==> config.mk <==
export PLATFORM = sky130hd
export DESIGN_NAME = ls_seq_ctrl
export DESIGN_NICKNAME = d
export VERILOG_FILES = /design/src/rtl/ls_ctrl_pkg.sv /design/src/rtl/ls_addr_gen.sv /design/src/rtl/ls_seq_ctrl.sv
export SDC_FILE = /design/constraint.sdc
export NUM_CORES = 1
export LEC_CHECK = 0
export ABC_AREA = 0
export CAP_MARGIN = 20
export CORE_MARGIN = 4
export CORE_UTILIZATION = 40
export DETAILED_ROUTE_END_ITERATION = 8
export PLACE_DENSITY = 0.79
export SETUP_SLACK_MARGIN = 0.15
export SYNTH_ARGS = -nofsm -noshare
export SYNTH_HDL_FRONTEND = slang
export SYNTH_HIERARCHICAL = 1
export SYNTH_SLANG_ARGS = --single-unit
==> constraint.sdc <==
create_clock -name clk -period 11.5 [get_ports clk]
set_input_delay 2.3 -clock clk [delete_from_list [all_inputs] [get_ports clk]]
set_output_delay 2.3 -clock clk [all_outputs]
set_load 0.02 [all_outputs]
==> src/rtl/ls_ctrl_pkg.sv <==
// Shared types and constants for the load/store sequencer slice.
// Imported by the sequencer top and the address generator.
package ls_ctrl_pkg;

  typedef enum logic [2:0] {
    S_IDLE   = 3'd0,
    S_DECODE = 3'd1,
    S_ADDR   = 3'd2,
    S_MEM    = 3'd3,
    S_WAIT   = 3'd4,
    S_WB     = 3'd5,
    S_DONE   = 3'd6
  } ls_state_e;

  localparam logic       LS_LOAD  = 1'b0;
  localparam logic       LS_STORE = 1'b1;
  localparam logic [3:0] WE_ALL   = 4'b1111;
  localparam logic [3:0] WE_NONE  = 4'b0000;

endpackage

==> src/rtl/ls_addr_gen.sv <==
// Word-address generator: base + sign-extended immediate, with a range check
// that rejects negative results and anything past the last BRAM word.
module ls_addr_gen #(
  parameter int ADDR_W = 10,
  parameter int IMM_W  = 6
) (
  input  logic [31:0]       i_base,
  input  logic [IMM_W-1:0]  i_imm,
  output logic [ADDR_W-1:0] o_addr,
  output logic              o_fault
);

  logic [31:0] w_imm_sext;
  logic [31:0] w_a32;

  assign w_imm_sext = {{(32-IMM_W){i_imm[IMM_W-1]}}, i_imm};
  assign w_a32      = i_base + w_imm_sext;

  // Bit 31 set (negative) or any bit above the address field means out of range.
  assign o_addr  = w_a32[ADDR_W-1:0];
  assign o_fault = |w_a32[31:ADDR_W];

endmodule

==> src/rtl/ls_seq_ctrl.sv <==
// Load/store sequencer: one command per start pulse, reads base/data from the
// register bank, runs the BRAM access and writes load data back.
module ls_seq_ctrl
  import ls_ctrl_pkg::*;
#(
  parameter int ADDR_W       = 10,
  parameter int READ_LATENCY = 1,
  parameter int IMM_W        = 6
) (
  input  logic              clk,
  input  logic              rst,
  input  logic              i_start,
  input  logic              i_ls_op,
  input  logic [3:0]        i_rd_rs,
  input  logic [3:0]        i_base_reg,
  input  logic [IMM_W-1:0]  i_imm,
  output logic [3:0]        o_rf_raddr_a,
  output logic [3:0]        o_rf_raddr_b,
  input  logic [31:0]       i_rf_rdata_a,
  input  logic [31:0]       i_rf_rdata_b,
  output logic              o_rf_we,
  output logic [3:0]        o_rf_waddr,
  output logic [31:0]       o_rf_wdata,
  output logic              o_mem_en,
  output logic [3:0]        o_mem_we,
  output logic [ADDR_W-1:0] o_mem_addr,
  output logic [31:0]       o_mem_din,
  input  logic [31:0]       i_mem_dout,
  output logic              o_busy,
  output logic              o_done,
  output logic              o_err,
  output ls_state_e         o_state
);

  // Handshake: i_start is a request honoured only in IDLE (no ready signal);
  // o_done is a one-cycle completion pulse and o_err is meaningful only with it.

  localparam logic [1:0] WAIT_INIT = 2'(READ_LATENCY - 1);

  ls_state_e         r_state;
  logic              r_op;
  logic [3:0]        r_rd;
  logic [IMM_W-1:0]  r_imm;
  logic [1:0]        r_wait_cnt;

  logic [3:0]        r_rf_raddr_a;
  logic [3:0]        r_rf_raddr_b;
  logic              r_rf_we;
  logic [3:0]        r_rf_waddr;
  logic [31:0]       r_rf_wdata;
  logic              r_mem_en;
  logic [3:0]        r_mem_we;
  logic [ADDR_W-1:0] r_mem_addr;
  logic [31:0]       r_mem_din;
  logic              r_busy;
  logic              r_done;
  logic              r_err;

  logic [ADDR_W-1:0] w_addr;
  logic              w_fault;

  ls_addr_gen #(
    .ADDR_W (ADDR_W),
    .IMM_W  (IMM_W)
  ) u_addr_gen (
    .i_base  (i_rf_rdata_a),
    .i_imm   (r_imm),
    .o_addr  (w_addr),
    .o_fault (w_fault)
  );

  always_ff @(posedge clk) begin
    if (rst) begin
      r_state      <= S_IDLE;
      r_op         <= LS_LOAD;
      r_rd         <= 4'd0;
      r_imm        <= '0;
      r_wait_cnt   <= 2'd0;
      r_rf_raddr_a <= 4'd0;
      r_rf_raddr_b <= 4'd0;
      r_rf_we      <= 1'b0;
      r_rf_waddr   <= 4'd0;
      r_rf_wdata   <= 32'd0;
      r_mem_en     <= 1'b0;
      r_mem_we     <= WE_NONE;
      r_mem_addr   <= '0;
      r_mem_din    <= 32'd0;
      r_busy       <= 1'b0;
      r_done       <= 1'b0;
      r_err        <= 1'b0;
    end else begin
      case (r_state)
        S_IDLE: begin
          if (i_start) begin
            r_op         <= i_ls_op;
            r_rd         <= i_rd_rs;
            r_imm        <= i_imm;
            r_rf_raddr_a <= i_base_reg;
            r_rf_raddr_b <= i_rd_rs;
            r_busy       <= 1'b1;
            r_state      <= S_DECODE;
          end
        end
        S_DECODE: begin
          r_state <= S_ADDR;
        end
        S_ADDR: begin
          // A faulting address skips the BRAM entirely.
          if (w_fault) begin
            r_done  <= 1'b1;
            r_err   <= 1'b1;
            r_state <= S_DONE;
          end else begin
            r_mem_en   <= 1'b1;
            r_mem_addr <= w_addr;
            if (r_op == LS_STORE) begin
              r_mem_we  <= WE_ALL;
              r_mem_din <= i_rf_rdata_b;
            end
            r_state <= S_MEM;
          end
        end
        S_MEM: begin
          if (r_op == LS_STORE) begin
            r_mem_en  <= 1'b0;
            r_mem_we  <= WE_NONE;
            r_mem_din <= 32'd0;
            r_done    <= 1'b1;
            r_state   <= S_DONE;
          end else begin
            r_wait_cnt <= WAIT_INIT;
            r_state    <= S_WAIT;
          end
        end
        S_WAIT: begin
          // Enable stays high so a pipelined BRAM keeps advancing its output.
          if (r_wait_cnt == 2'd0) begin
            r_mem_en   <= 1'b0;
            r_rf_we    <= 1'b1;
            r_rf_waddr <= r_rd;
            r_rf_wdata <= i_mem_dout;
            r_state    <= S_WB;
          end else begin
            r_wait_cnt <= r_wait_cnt - 2'd1;
          end
        end
        S_WB: begin
          r_rf_we <= 1'b0;
          r_done  <= 1'b1;
          r_state <= S_DONE;
        end
        S_DONE: begin
          r_done  <= 1'b0;
          r_err   <= 1'b0;
          r_busy  <= 1'b0;
          r_state <= S_IDLE;
        end
        default: begin
          r_state <= S_IDLE;
        end
      endcase
    end
  end

  assign o_rf_raddr_a = r_rf_raddr_a;
  assign o_rf_raddr_b = r_rf_raddr_b;
  assign o_rf_we      = r_rf_we;
  assign o_rf_waddr   = r_rf_waddr;
  assign o_rf_wdata   = r_rf_wdata;
  assign o_mem_en     = r_mem_en;
  assign o_mem_we     = r_mem_we;
  assign o_mem_addr   = r_mem_addr;
  assign o_mem_din    = r_mem_din;
  assign o_busy       = r_busy;
  assign o_done       = r_done;
  assign o_err        = r_err;
  assign o_state      = r_state;

endmodule
## Word-level counts from Yosys, hierarchy flattened

Index checks and enable logic that the tools add are counted.

| storage, ports and cells | value |
|---|---|
| register bits | 107 |
| input port bits | 114 |
| logic and storage cells | 82 |

| cells by class | value |
|---|---|
| add/subtract/negate cells | 2 |
| eq/ne operators | 14 |
| mux-type cells | 28 |
| bitwise operators | 1 |
| reductions and logical operators | 21 |

Operators with widths:

| kind | count |
|---|---|
| two-way mux 32 bit | 3 |
| case mux 32 bit (2 select lines) | 1 |
| adder 32 bit | 1 |
| OR reduction 22 bit | 1 |
| case mux 3 bit (6 select lines) | 1 |
| != test 2 bit, second input constant | 7 |
| AND reduction 2 bit | 7 |
| two-way mux 4 bit | 3 |
| nonzero test 2 bit | 5 |
| == test 3 bit, second input constant | 3 |
| two-way mux 3 bit | 3 |
| case mux 4 bit (2 select lines) | 1 |
| AND reduction 4 bit | 2 |
| two-way mux 1 bit | 7 |
| == test 3 x 2 -> 1 bit, second input constant | 2 |
| two-way mux 2 bit | 3 |
| case mux 1 bit (2 select lines) | 3 |
| AND reduction 3 bit | 2 |
| case mux 1 bit (4 select lines) | 1 |
| case mux 2 bit (2 select lines) | 1 |
| nonzero test 4 bit | 1 |
| == test 3 x 1 -> 1 bit, second input constant | 1 |
| logical NOT 3 bit | 1 |
| case mux 1 bit (3 select lines) | 1 |
| other kinds (5) | 5 |

## Logic depth before layout (Yosys ltp)

Gate-level depths: netlist (run 1).

| logic depth | value |
|---|---|
| depth in word-level cells | 4 |
| depth in mapped cells | 15 |

## Modules after synthesis

Netlist (run 1), hierarchy kept.

By module, submodules not included:

| module | times used | cells an instance | area an instance (sq um) |
|---|---|---|---|
| ls_seq_ctrl | 1 | 405 | 3648.5 |
| ls_addr_gen | 1 | 311 | 2129.5 |

## Worst setup path after synthesis (run 1)

Ideal clock, no wire load.

| timing | value |
|---|---|
| path type | input -> register |
| from | in i_rf_rdata_a[0] |
| to | reg r_mem_din[17], in the netlist o_mem_din[17] |
| setup time | 59 ps |
| arrival | 5551 ps |
| slack | 5890 ps |
| stages | 15 |
| path buffers | 1 |
| cells stage by stage | ha_1 -> inv_1 -> fa_1 -> nand2b_1 -> a21oi_1 -> o31a_1 -> o21ai_1 -> a221o_2 -> xnor2_1 -> a2111oi_4 -> nand3_1 -> or4b_4 -> nor3b_4 -> buf_6 -> a22o_1 |

| between the ends | value |
|---|---|
| cells in the longest elaborated chain, start to end | 4 |

RTL lines:

| element | RTL line | RTL |
|---|---|---|
| from (decl) | ls_seq_ctrl.sv:19 | `input logic [31:0] i_rf_rdata_a,` |
| adder 32 bit | ls_addr_gen.sv:17 | `assign w_a32 = i_base + w_imm_sext;` |
| OR reduction 22 bit | ls_addr_gen.sv:21 | `assign o_fault = \|w_a32[31:ADDR_W];` |
| via w_fault | ls_seq_ctrl.sv:60 | `logic w_fault;` |
| != test 2 bit (no source line) | -- |  |
| AND reduction 4 bit (no source line) | -- |  |
| to (signal assigned) | ls_seq_ctrl.sv:118 | `r_mem_din <= i_rf_rdata_b;` |
| to (decl) | ls_seq_ctrl.sv:54 | `logic [31:0] r_mem_din;` |

The timed path passes the listed nets, and every way through them passes these cells.
A chain may end at the register's enable or synchronous reset.

## Final worst setup path (run 1)

| timing | value |
|---|---|
| from | in i_rf_rdata_a[0] |
| to | reg r_mem_din[6], in the netlist o_mem_din[6] |

Same word-level chain as after synthesis.

==> reports/metrics.cfg, run 1 <==
[setup_path]
worstPathRequired_ns = 11.78
critPathSlowestCell = or4b_4
cp-start-kind = primary input
crit_path_end_kind = register
max_stage_delay_ns = 0.64
crit_chain = clkdlybuf4s50_1 -> ha_1 -> inv_1 -> fa_1 -> nand2b_1 -> a21oi_1 -> o31a_1 -> o21ai_1 -> a221o_2 -> xnor2_1 -> a2111oi_4 -> nand3_1 -> or4b_4 -> nor3b_4 -> buf_4 -> a22o_1
crit_fanout = 33
crit_type = in -> reg
crit_arrival_ns = 6.62

[clock_tree]
cts_root_buf = clkbuf_16
clockBufferDepth = 2
cts_tree = done
cts-resized-gates = 0
clkLatencyLatePin_ns = 0.35
cts.clk_slew.worst_paths_ns = 0.06
clkSinkCount = 104
postCtsSetupBuffers = 0
cts_hold_buf = 0
htree_num_levels = 3
cts_buffers = 9

[floorplanning]
num_rows = 43
num_io_pins = 212
fp.dieW_um = 128.2
initial_core_util_pct = 41.31
die_y_um = 128.2
core-area_mm2 = 0.01399
die_area_mm2 = 0.01643

[place]
pre_cts_slack_ns = 4.819
dp_hpwl_um = 12840
port_buffers = 211
place_inst = 1059
place_congestion = 0.8844

[timing]
hold-worst-slack_ns = 0.4514
setup_violations = 0
final-hold-violation-count = 0
rsz0062_at_grt = false
fin_setup_tns_ns = 0
worstMarginPinSlew_ns = 1.034
finalClockSkew_ns = 0.007448
setup_slack_ns = 5.165
min_period_ns = 6.335
relSlewSlack_pct = 30.90
min_period_over_period_pct = 55.09
max_freq_ghz = 0.1578
slew_viol_final = 0

[finish]
num-nets-final = 1038
area_growth_pct = 42.66
antenna_cells = 0
final_util_pct = 58.93
instances_no_fill = 1074
drive_gt1_share_pct = 4.362

[synth]
ys_warn_count = 6
syn_avg_cell_area_um2 = 8.070
synth-edff-count = 0
syn_nets = 863
synth_ff_type = dfxtp_1
synthArstFlopShare_pct = 0
syn-instance-count = 716
ys_seq_elements = 104
synth_area_mm2 = 0.005778
yosysSeqAreaShare_pct = 36.03
synth.distinct_cells = 71

[power]
power.leakage_nw = 3.085
ir_drop_v = 0.00007566
p_per_area_mw_per_mm2 = 126.2

[drt]
firstDrtPassIters = 5
wirelength_um = 17240
ant_nets = 0
vias = 5954
routed_via_density = 5.544
drc = 0
routedWlPerCell_um = 16.05
first_iter_violations = 432

[grt]
grt_max_degree = 74
antenna_found_initial = 0
grt_pass1_wl_um = 27000
grt-ovfl-total = 0
grt.total_usage_pct = 20.10
grt_pass1_vias = 5469

[hold_path]
worst_hold_path_type = reg -> reg

[status]
status = completed

[job]
drv_cap = 0

## worst paths after layout
check | cells after the start | to | from | slack [ns]
worst max-delay path | 16 | o_mem_din[6] | i_rf_rdata_a[0] | 5.16
worst min-delay path | 2 | o_rf_wdata[7] | o_rf_wdata[7] | 0.45
worst max register to register | 14 | o_mem_din[6] | r_imm[5] | 7.11
worst min register to register | 2 | o_rf_wdata[7] | o_rf_wdata[7] | 0.45
## cells in the mapped netlist (all sizes together) (5+ instances only)
library cell	count	area share, %
clkbuf	33	2.1
xor2	6	0.91
a211oi	9	1.2
nand2b	6	0.65
nand2	144	9.4
a211o	6	0.91
xnor2	9	1.4
a21o	14	1.8
a21oi	99	8.6
o211ai	6	0.78
nand3	9	0.78
nor3	9	0.78
dfxtp	104	36
buf	21	2.5
o21ai	24	2.1
inv	13	0.84
or3	5	0.54
nor2	29	1.9
nand4	15	1.6
ha	32	6.9
o21a	8	1.0
a31oi	13	1.4
a22o	32	4.9
## flip-flops by register name (all words and copies together), names as in the netlist
signal,flops
o_rf_raddr_b,4
o_busy,1
o_done,1
o_rf_we,1
r_op,1
r_imm,6
r_wait_cnt,2
o_mem_we,1
o_rf_waddr,4
o_rf_raddr_a,4
o_mem_din,32
o_mem_addr,10
o_mem_en,1
o_rf_wdata,32
o_err,1
o_state,3
## worst max-delay path, delay by kind of cell
kind,cells,cell delay (ns)
simple gates,4,1.24
buf+inv,3,0.88
compound gates,6,1.43
xor+xnor,1,0.16
fa+ha+maj,2,0.59
## logic make-up (layout without fill, tap and decap cells)
logic type               Yosys count  after routing  share of synthesized area [%]
AND/OR/NAND/NOR                  252            252                          20.48
AO/OA/AOI/OAI                    242            242                          27.93
flip-flops                       104            104                          36.03
buffers and inverters             67            245                          5.457
adder cells (fa/ha/maj)           33             33                          7.276
XOR/XNOR                          15             15                          2.274
multiplexers                       3              3                         0.5414
## cell type report
type | count | area [um2]
tap | 180 | 225.2
inverter | 13 | 48.80
timing repair buffer | 218 | 2180
sequential | 104 | 2082
fill | 1277 | 5746
multi-input combinational | 545 | 3415
clock buffer | 10 | 239.0
clock inverter | 4 | 53.80
## per-layer routing
metal / vias up / global-route usage, % / wire length, um
li1: 2944 / - / -
met3: 33 / 4.542 / 1174
met2: 208 / 33.56 / 8140
met5: - / 0 / 0
met1: 2769 / 25.08 / 7467
met4: 0 / 7.865 / 459
## report_power, final
| part | internal [mW] | leakage, nW | switching [mW] |
|---|---|---|---|
| Sequential | 0.379 | 0.842 | 0.0199 |
| Combinational | 0.152 | 2.10 | 0.182 |
| Clock | 0.173 | 0.142 | 0.134 |
## stage by stage
stage                     total power, mW  area (um2)
after floorplan                    0.6142        5778
after global placement             0.7318        7923
after detailed placement           0.7346        7923
after CTS                           1.044        8215
after global routing                1.097        8243
final                               1.040        8243
## placed cells by master, fill, tap and decap left out, types with 8 or more instances in the layout
cell / netlist / final
a211oi_1: 9 / 9
a21o_1: 14 / 14
a21oi_1: 98 / 98
a22o_1: 32 / 32
a31oi_1: 13 / 12
clkbuf_16: 0 / 9
clkdlybuf4s50_1: 0 / 210
dfxtp_1: 104 / 104
ha_1: 32 / 32
inv_1: 13 / 13
nand2_1: 144 / 144
nand3_1: 9 / 9
nand4_1: 15 / 15
nor2_1: 29 / 29
nor3_1: 9 / 9
o21a_1: 8 / 8
o21ai_0: 21 / 21
xnor2_1: 9 / 9
(Power assumes the default switching activity.)
==> run 2: changes to the inputs <==
--- a/config.mk
+++ b/config.mk
@@ -10,7 +10,7 @@
 export CORE_MARGIN = 4
 export CORE_UTILIZATION = 40
 export DETAILED_ROUTE_END_ITERATION = 8
-export PLACE_DENSITY = 0.79
+export PLACE_DENSITY = 0.82
 export SETUP_SLACK_MARGIN = 0.15
 export SYNTH_ARGS = -nofsm -noshare
 export SYNTH_HDL_FRONTEND = slang
==> constraint.sdc (replaced) <==
create_clock -name clk -period 5.1 [get_ports clk]
set_input_delay 1.02 -clock clk [delete_from_list [all_inputs] [get_ports clk]]
set_output_delay 1.02 -clock clk [all_outputs]
set_load 0.02 [all_outputs]
==> run 2 against run 1 <==
Effect of this change:
- clock skew rose by 0.0016 ns
- power rose by 130%
- setup slack got worse by 4.6 ns
- count of clock-buffer cells in the layout did not move
- first-iteration DRC count rose by 1.4%
- largest power group unchanged
- sequential power rose by 130%
- sequential share of layout area fell by 0.18 points
- core utilization rose by 0.43 points
- combinational power rose by 120%
- critical path depth did not move
==> reports/metrics.cfg, run 2 (same netlist as run 1, synthesis figures left out) <==
[setup_path]
crit_arrival_ns = 4.86  ; -1.76 ns
crit_chain = clkdlybuf4s50_1 -> ha_1 -> inv_1 -> fa_1 -> nand2b_1 -> a21oi_1 -> o31a_1 -> o21ai_1 -> a221o_2 -> xnor2_1 -> a2111oi_4 -> nand3_1 -> or4b_4 -> nor3b_4 -> buf_12 -> a22o_1
r2r_cells = 14  ; unchanged
cp-start-kind = primary input
worst-path-stages = 16  ; unchanged
crit_buf_inv = 3  ; unchanged
crit_family = compound AO/OA/AOI/OAI gates
crit_fanout = 33  ; unchanged
crit_path_end_kind = register
critPathSlowestCell = or4b_4
max_stage_delay_ns = 0.52  ; -0.12 ns
worstPathRequired_ns = 5.39  ; -6.39 ns
crit_type = in -> reg

[hold_path]
worst_hold_path_type = reg -> reg
holdPathStages = 2  ; unchanged

[job]
drv_cap = 0  ; unchanged

[place]
place_congestion = 0.9069  ; +2.5%
dp_hpwl_um = 13090  ; +2.0%
port_buffers = 211  ; unchanged

[clock_tree]
cts_tree = done
cts_root_buf = clkbuf_16
clockBufferDepth = 2  ; unchanged
clkLatencyLatePin_ns = 0.35  ; about the same
cts_buffers = 9  ; unchanged
cts_hold_buf = 0  ; unchanged
clkSinkCount = 104  ; unchanged
postCtsSetupBuffers = 0  ; unchanged
cts.clk_slew.worst_paths_ns = 0.08  ; +0.02 ns
htree_num_levels = 3  ; unchanged
cts-resized-gates = 0  ; unchanged

[floorplanning]
num_rows = 43  ; unchanged
die_area_mm2 = 0.01643  ; unchanged
num_io_pins = 212  ; unchanged
initial_core_util_pct = 41.31  ; unchanged
die_y_um = 128.2  ; unchanged
core-area_mm2 = 0.01399  ; unchanged
fp.dieW_um = 128.2  ; unchanged

[drt]
first_iter_violations = 438  ; +1.4%
routed_via_density = 5.565  ; +0.39%
ant_nets = 0  ; unchanged
wirelength_um = 17410  ; +0.99%
routedWlPerCell_um = 16.06  ; about the same
firstDrtPassIters = 5  ; unchanged
drc = 0  ; unchanged
vias = 6033  ; +1.3%

[finish]
drive_gt1_share_pct = 5.420  ; +1.1 points
final_common_cell = clkdlybuf4s50_1
num-nets-final = 1046  ; +0.77%
antenna_cells = 0  ; unchanged
most-common-layout-cells = clkdlybuf4s50_1 (210), nand2_1 (144), dfxtp_1 (104)
area_growth_pct = 43.70

[grt]
grt-ovfl-total = 0  ; unchanged
grt_pass1_wl_um = 27590  ; +2.2%
grt_pass1_vias = 5603  ; +2.5%
antenna_found_initial = 0  ; unchanged
grt_max_degree = 74  ; unchanged
grt.total_usage_pct = 20.43  ; +0.33 points

[timing]
min_period_ns = 4.572
fin_setup_tns_ns = 0  ; unchanged
worstMarginPinSlew_ns = 0.7956  ; -0.2383 ns
slew_viol_final = 0  ; unchanged
min_period_over_period_pct = 89.66
relSlewSlack_pct = 46.96  ; +16 points
finalClockSkew_ns = 0.009024  ; +0.001577 ns
final-hold-violation-count = 0  ; unchanged
rsz0062_at_grt = false
hold-worst-slack_ns = 0.4544  ; +0.002988 ns
setup_violations = 0  ; unchanged
max_freq_ghz = 0.2187

[power]
p_per_area_mw_per_mm2 = 282.2  ; +120%
ir_drop_v = 0.0002672  ; +250%
power.leakage_nw = 3.123  ; +1.2%
total_power_mw = 2.343  ; +130%

[status]
status = completed

==> run 2: changes by cell type in the layout (fill, tap and decap cells not counted), sizes merged <==
cell | previous run | this run
buf | 8 | 16
bufinv | 1 | 0
clkinv | 1 | 2
inv | 14 | 16
==> run 2: report_power, final <==
group,internal (mW),total (mW),leakage (nW),switching (mW)
combinational,0.342,0.747,2.14,0.405
clock,0.357,0.693,0.144,0.336
sequential,0.855,0.903,0.842,0.0483
==> run 2: final timing paths <==
| kind | start | end | slack [ns] |
|---|---|---|---|
| hold reg to reg | o_rf_wdata[25] | o_rf_wdata[25] | 0.45 |
| hold / removal | o_rf_wdata[25] | o_rf_wdata[25] | 0.45 |
| setup reg to reg | r_imm[5] | o_mem_din[13] | 0.66 |
| setup / recovery | i_rf_rdata_a[0] | o_mem_din[13] | 0.53 |
==> run 2: per-stage QoR <==
stage	std cells	cell area [um2]	util (%)	setup slack, ns
3_5_place_dp	1068	8003	57.21	0.1978
6_report	1084	8303	59.36	0.5276
3_3_place_gp	1068	8003	57.21	0.2593
2_1_floorplan	716	5778	-	0.7703
5_1_grt	1084	8303	59.36	0.2824
4_1_cts	1084	8303	59.36	0.5207
==> run 2: layout make-up <==
type	count	area [um2]
repair buffers	226	2232
multi-input cells	545	3415
fillers	1244	5685
inverters	13	48.80
well taps	180	225.2
clock buffers	10	239.0
flip-flops and latches	104	2082
clock inverters	6	61.31
==> run 2: worst reg2reg max path, delay by kind of cell, from the launching register on <==
| kind | cells | cell delay [ns] |
|---|---|---|
| buffers and inverters | 2 | 0.51 |
| adders and majority gates | 1 | 0.36 |
| AOI/OAI and AO/OA | 5 | 1.32 |
| DFF | 1 | 0.79 |
| and+or+nand+nor | 6 | 1.41 |
==> run 2: layer usage <==
metal,vias to the layer above,GRT usage [%],share of wire (%)
li1,2968,-,-
met1,2767,24.76,42
met2,259,35.43,48
met3,39,5.167,7.5
met4,0,6.305,2.6
met5,-,0,0
